$ cat src/rtl/mul_sequencer.sv
// mul_sequencer: iterative shift-add MUL/MLA for Execute, stalling the pipeline while busy.
// Retires BITS_PER_CYCLE multiplier bits per cycle; MLA adds c in one extra cycle.
module mul_sequencer #(
    parameter int WIDTH          = 32,
    parameter int BITS_PER_CYCLE = 2
) (
    input  logic             clk,
    input  logic             reset,
    input  logic             start,
    input  logic             op_mla,
    input  logic [WIDTH-1:0] a,
    input  logic [WIDTH-1:0] b,
    input  logic [WIDTH-1:0] c,
    input  logic             flush,
    output logic             stall,
    output logic             busy,
    output logic             done,
    output logic [WIDTH-1:0] result,
    output logic [1:0]       flags
);
    localparam int N_ITER = WIDTH / BITS_PER_CYCLE;
    localparam int CW     = N_ITER > 1 ? $clog2(N_ITER) : 1;

    typedef enum logic [1:0] {IDLE, RUN, ACC, DONE} state_t;

    state_t           r_state, w_next;
    logic [WIDTH-1:0] r_a, r_b, r_c, r_acc, r_result, w_pp, w_res_next;
    logic [CW-1:0]    r_count;
    logic [1:0]       r_flags;
    logic             r_mla, r_busy, r_done, w_accept, w_last, w_load;

    assign w_accept = start & ~flush & (r_state == IDLE || r_state == DONE);
    assign w_last   = r_state == RUN && r_count == CW'(N_ITER - 1);
    // Stall is gated by reset so every output reads 0 while reset is held.
    assign stall    = reset & (w_accept | r_busy);
    assign busy     = r_busy;
    assign done     = r_done;
    assign result   = r_result;
    assign flags    = r_flags;

    always_comb begin
        w_pp = '0;
        for (int i = 0; i < BITS_PER_CYCLE; i++)
            if (r_b[i]) w_pp = w_pp + (r_a << i);
    end

    always_comb begin
        w_next     = r_state;
        w_load     = 1'b0;
        w_res_next = r_result;
        case (r_state)
            IDLE, DONE: w_next = w_accept ? RUN : IDLE;
            RUN: begin
                if (w_last) begin
                    w_next     = r_mla ? ACC : DONE;
                    w_load     = 1'b1;
                    w_res_next = r_acc + w_pp;
                end
            end
            ACC: begin
                w_next     = DONE;
                w_load     = 1'b1;
                w_res_next = r_result + r_c;
            end
            default: w_next = IDLE;
        endcase
        if (flush) begin
            w_next = IDLE;
            w_load = 1'b0;
        end
    end

    always_ff @(posedge clk or negedge reset) begin
        if (!reset) begin
            r_state <= IDLE;
            r_busy  <= 1'b0;
            r_done  <= 1'b0;
        end else begin
            r_state <= w_next;
            r_busy  <= w_next == RUN || w_next == ACC;
            r_done  <= w_next == DONE;
        end
    end

    always_ff @(posedge clk or negedge reset) begin
        if (!reset) begin
            r_a      <= '0;
            r_b      <= '0;
            r_c      <= '0;
            r_mla    <= 1'b0;
            r_acc    <= '0;
            r_count  <= '0;
            r_result <= '0;
            r_flags  <= '0;
        end else begin
            if (w_accept) begin
                r_a     <= a;
                r_b     <= b;
                r_c     <= c;
                r_mla   <= op_mla;
                r_acc   <= '0;
                r_count <= '0;
            end else if (r_state == RUN) begin
                r_acc   <= r_acc + w_pp;
                r_a     <= r_a << BITS_PER_CYCLE;
                r_b     <= r_b >> BITS_PER_CYCLE;
                r_count <= r_count + CW'(1);
            end
            if (w_load) begin
                r_result <= w_res_next;
                r_flags  <= {w_res_next[WIDTH-1], w_res_next == '0};
            end
        end
    end
endmodule

$ cat config.mk
export PLATFORM = sky130hd
export DESIGN_NAME = mul_sequencer
export DESIGN_NICKNAME = d
export VERILOG_FILES = /design/src/rtl/mul_sequencer.sv
export SDC_FILE = /design/constraint.sdc
export NUM_CORES = 1
export LEC_CHECK = 0
export CELL_PAD_IN_SITES_DETAIL_PLACEMENT = 0
export CELL_PAD_IN_SITES_GLOBAL_PLACEMENT = 2
export CORE_MARGIN = 3
export CORE_UTILIZATION = 35
export CTS_CLUSTER_DIAMETER = 50
export DETAILED_ROUTE_END_ITERATION = 16
export PLACE_DENSITY_LB_ADDON = 0.1
export SKIP_CTS_REPAIR_TIMING = 1
export SYNTH_ARGS = -nofsm -noshare
export SYNTH_HDL_FRONTEND = slang
export SYNTH_SLANG_ARGS = --single-unit
$ cat constraint.sdc
create_clock -name clk -period 6.7 [get_ports clk]
set_input_delay 0.67 -clock clk [delete_from_list [all_inputs] [get_ports clk]]
set_output_delay 0.67 -clock clk [all_outputs]
set_load 0.02 [all_outputs]
Word-level counts from Yosys, hierarchy flattened. Index checks and enable logic that the tools add are counted.

Multiplexer cells: 20. Equal/unequal tests: 7. Bitwise operators: 5. Reduce and logical (&&, ||, !) cells: 7. $add $sub $neg: 4.

Operators by type and width (number): $mux W32 (9); $add A32 B32 Y32 (3); $pmux W32 S2 (1); $logic_not A32 Y1 (1); $eq A2 B2 Y1 const B (4); $mux W4 (2); $pmux W2 S3 (1); $add A4 B1 Y4 const B (1); $eq A2 B1 Y1 const B (2); $eq A4 B4 Y1 const B (1); $mux W1 (4); $mux W2 (2); $and A1 B1 Y1 (3); $logic_not A2 Y1 (1); $logic_or A1 B1 Y1 (2); $pmux W1 S2 (1); $reduce_bool A2 Y1 (1); $reduce_or A2 Y1 (1); $logic_and A1 B1 Y1 (1); $not A1 Y1 (1); $or A1 B1 Y1 (1).

Logic and storage cells: 54. Output and inout bits: 37. Register bits after elaboration: 171. Input port bits: 101.

Depth between registers and ports, before layout.
Word-level depth: 8. Depth in mapped cells: 34. Gate-level depth less buffers: 29.

Worst setup path before layout. Ideal clock, no wire load.

Path kind: reg2reg. From: register r_b[0]. To: register r_flags[0] (netlist: flags[0]). Stages on the path, launching flop included: 35. Setup slack: 0.596 ns. Buffers on the path: 5. Library setup time: 0.076 ns. Data required time: 6.624 ns. Arrival: 6.027 ns. Period minus slack after synthesis: 6.104 ns. Cells stage by stage: dfrtp_1 > buf_6 > clkbuf_1 > buf_2 > clkbuf_1 > clkbuf_1 > nand2_1 > inv_1 > ha_1 > fa_1 > a21oi_1 > o221ai_1 > a41o_1 > o21ai_0 > nand2_1 > a31o_2 > o21ai_0 > nor2_1 > o21ai_0 > and3_1 > o21ai_0 > xor2_1 > ha_1 > nand2_1 > o21ai_0 > a211oi_1 > o21bai_1 > a221oi_2 > o31ai_1 > a21oi_1 > xnor2_1 > a221o_1 > nor4_1 > nand4_1 > o21ai_1.

Cells in the longest elaborated chain, start to end: 7.

Ends and longest elaborated chain: from (decl) (line 27) `logic [WIDTH-1:0] r_a, r_b, r_c, r_acc, r_result, w_pp, w_res_next;`; from (signal assigned) (line 106) `r_b <= r_b >> BITS_PER_CYCLE;`; $mux W32 * (line 44) `if (r_b[i]) w_pp = w_pp + (r_a << i);`; $add A32 B32 Y32 (line 44); $mux W32 * (line 44); $add A32 B32 Y32 * (line 57) `w_res_next = r_acc + w_pp;`; $mux W32 * (line 54) `if (w_last) begin`; $pmux W32 S2 * (line 51) `case (r_state)`; $logic_not A32 Y1 * (line 111) `r_flags <= {w_res_next[WIDTH-1], w_res_next == '0};`; to (signal assigned) (line 111); to (decl) (line 29) `logic [1:0] r_flags;`.

Every way passes the cells marked *; elsewhere a longest branch is shown, timed or not. A chain may end at the register's enable or synchronous reset.

Worst setup path in the final report.
From: register r_a[2]. To: register r_flags[0] (netlist: flags[0]).

Cells in the longest elaborated chain, start to end: 7.

Ends and longest elaborated chain: from (decl) (line 27); from (signal assigned) (line 105) `r_a <= r_a << BITS_PER_CYCLE;`; $mux W32 (line 44); $add A32 B32 Y32 (line 44); $mux W32 * (line 44); $add A32 B32 Y32 * (line 57); $mux W32 * (line 54); $pmux W32 S2 * (line 51); $logic_not A32 Y1 * (line 111).

Marked as above.

==> reports/metrics.cfg <==
[synth]
syn_area_per_cell_um2=8.37
syn_inst=1601
yosysSeqAreaShare=0.318
synth.distinct_cells=92
synth-edff-count=0
yosysWarnings=0
syn_nets=1794
ys_seq_elements=170
synth_area_mm2=0.0134
ys_async_sr_fraction=1.00
ys.flop_type=dfrtp_1

[floorplanning]
core_area_mm2=0.0377
rows=71
die_y_um=202
dieArea_mm2=0.0407
initial_core_util=0.356
design.portCount=138
fp.dieW_um=202

[critical_path]
r2r_start=r_a[2]$_DFFE_PN0P_
crit_path_start=r_a[2]$_DFFE_PN0P_
worstPathMaxFanout=12
cp-end-kind=register
crit_type=register to register
cp-start-kind=register
critPathRequiredTime_ns=7.08
cp.arrival_ns=6.47

[timing]
finClkSkew_ns=0.0120
fin_crit_sh=0.909
relSlewSlack=0.305
setup_viol=0
tns_ns=0
min_period_ns=6.09
hold_violations=0
worst_slew_pin_slew_ns=1.04
max_freq_ghz=0.164
rsz0062_at_grt=false
slew_violations=0
setup_ws_ns=0.608

[global_routing]
grtUsageTotal=0.189
antenna_found_initial=0
overflow=0
grt_pass1_vias=11800
grt_max_degree=193
grt_pass1_wl_mm=62.7

[final_layout]
diodes=0
mostFrequentLayoutCell=nand2_1
syn2layout_area_growth_pct=18.1
mostFrequentLayoutCells=nand2_1 (287), dfrtp_1 (170), o21ai_0 (143)
fill_cells=3909
layoutNonFillerInstCount=2198
final_nets=1867
drive_gt1_frac=0.0652
final_util=0.420

[worst_hold_path]
hold_class=primary input to async pin

[clock_network]
clock-sinks=170
clk_path_buf_depth=2
clock_latency_ns=0.45
tritoncts=built
cts.htree.levels=4
clk_pin_slew_ns=0.07
root_buffer=clkbuf_16
cts-buffers-inserted=17

[placed_design]
pre_cts_slack_ns=0.671
port_buffers=137
hpwlAfterDp_mm=27.6
placed_cells=2166
place.gp.congestion=0.839

[drt]
vias_per_cell=5.30
wl_per_cell_um=17.3
dr.pass1.iters=5
final_antenna_net_count=0
remaining_drc_errors=0
vias=11600
drt_iter0_markers=640
drt_wl_total_mm=38.1

[power_and_ir_drop]
power_density_mw_per_mm2=291
p_leak_nw=7.01
peakVddDrop_mv=0.189
total_power_mw=4.61

[flow_run]
maxCapViolCount=0

[status]
outcome=completed

[power by group]
part           switching (mW)  total (mW)  internal (mW)
Sequential              0.209        1.44           1.23
Combinational            1.19        2.04          0.853
Clock                   0.490        1.13          0.642
Total                    1.89        4.61           2.72
[metrics by stage]
step	instance area (µm²)	hold WS, ns
after CTS	15800	0.0871
after detailed placement	15200	0.473
final	15800	0.102
after floorplan	13400	0.374
after global routing	15800	0.0944
after global placement	15200	0.470
[layer usage]
| layer | share of wire | global-route usage | vias up | wire, µm |
|---|---|---|---|---|
| li1 | - | - | 5908 | - |
| met1 | 0.48 | 0.252 | 5547 | 18200 |
| met2 | 0.49 | 0.327 | 165 | 18500 |
| met3 | 0.026 | 0.0256 | 26 | 1000 |
| met4 | 0.011 | 0.0444 | 0 | 429 |
| met5 | 0 | 0 | - | 0 |
[synth_stat cells, types with 15 or more instances]
master | count | area [µm²]
nand2_1 | 287 | 1080
dfrtp_1 | 170 | 4250
o21ai_0 | 144 | 721
a21oi_1 | 100 | 500
nor2_1 | 97 | 364
mux2i_1 | 94 | 941
ha_1 | 89 | 1110
clkbuf_1 | 77 | 289
xnor2_1 | 44 | 385
xor2_1 | 41 | 359
a21o_1 | 40 | 300
nand3_1 | 36 | 180
and2_1 | 28 | 175
inv_1 | 27 | 101
mux2_2 | 25 | 282
nand4_1 | 18 | 113
nand2b_1 | 15 | 93.8
nor3_1 | 15 | 75.1
[registers in the layout (all words and copies together) (netlist names)]
signal / cells
r_b: 32
busy: 1
r_acc: 32
flags: 1
done: 1
r_count: 4
r_a: 32
result: 32
r_c: 32
r_mla: 1
r_state: 2
[cell families after synthesis]
logic type	count (synthesis)	synth area share
flip-flops	170	0.318
adder cells (fa/ha/maj)	95	0.0899
AND/OR/NAND/NOR	560	0.190
multiplexers	120	0.0924
buffers and inverters	125	0.0369
AO/OA/AOI/OAI	446	0.218
XOR/XNOR	85	0.0556
[critical path, cell delays in order (launching register included)]
cell and delay, ns:
dfrtp_1 0.51, and2_1 0.26, ha_1 0.30, a21oi_1 0.20, nor2_1 0.10, o31ai_2 0.43, a211oi_1 0.13, nor4b_1 0.35
o21bai_1 0.18, a21o_1 0.21, a21o_1 0.20, a21oi_1 0.15, o21bai_1 0.09, xor2_1 0.14, mux2_2 0.27, ha_1 0.35
a21o_1 0.21, a21o_1 0.18, a21oi_1 0.21, o21ai_0 0.16, nor2_1 0.20, xnor2_1 0.12, a222oi_1 0.39, inv_1 0.08
nor4_1 0.30, nand4_1 0.14, o21ai_1 0.14
[final timing paths]
path,cells past startpoint,slack [ns],end
setup / recovery,26,0.61,flags[0]$_DFFE_PN0P_
hold / removal,1,0.10,r_a[24]$_DFFE_PN0P_
setup reg to reg,26,0.61,flags[0]$_DFFE_PN0P_
hold reg to reg,2,0.49,r_c[26]$_DFFE_PN0P_
max in group asynchronous,3,5.24,result[1]$_DFFE_PN0P_
min in group clk,2,0.49,r_c[26]$_DFFE_PN0P_
[layout make-up]
type | instances | area [µm²] | share of cell area
Clock buffer | 18 | 429 | 0.0271
Clock inverter | 14 | 223 | 0.0141
Inverter | 28 | 105 | 0.00664
Multi-Input combinational cell | 1306 | 8680 | 0.549
Sequential cell | 170 | 4250 | 0.269
Tap cell | 511 | 639 | 0.0404
Timing Repair Buffer | 151 | 1490 | 0.0943
(Power assumes the default switching activity.)
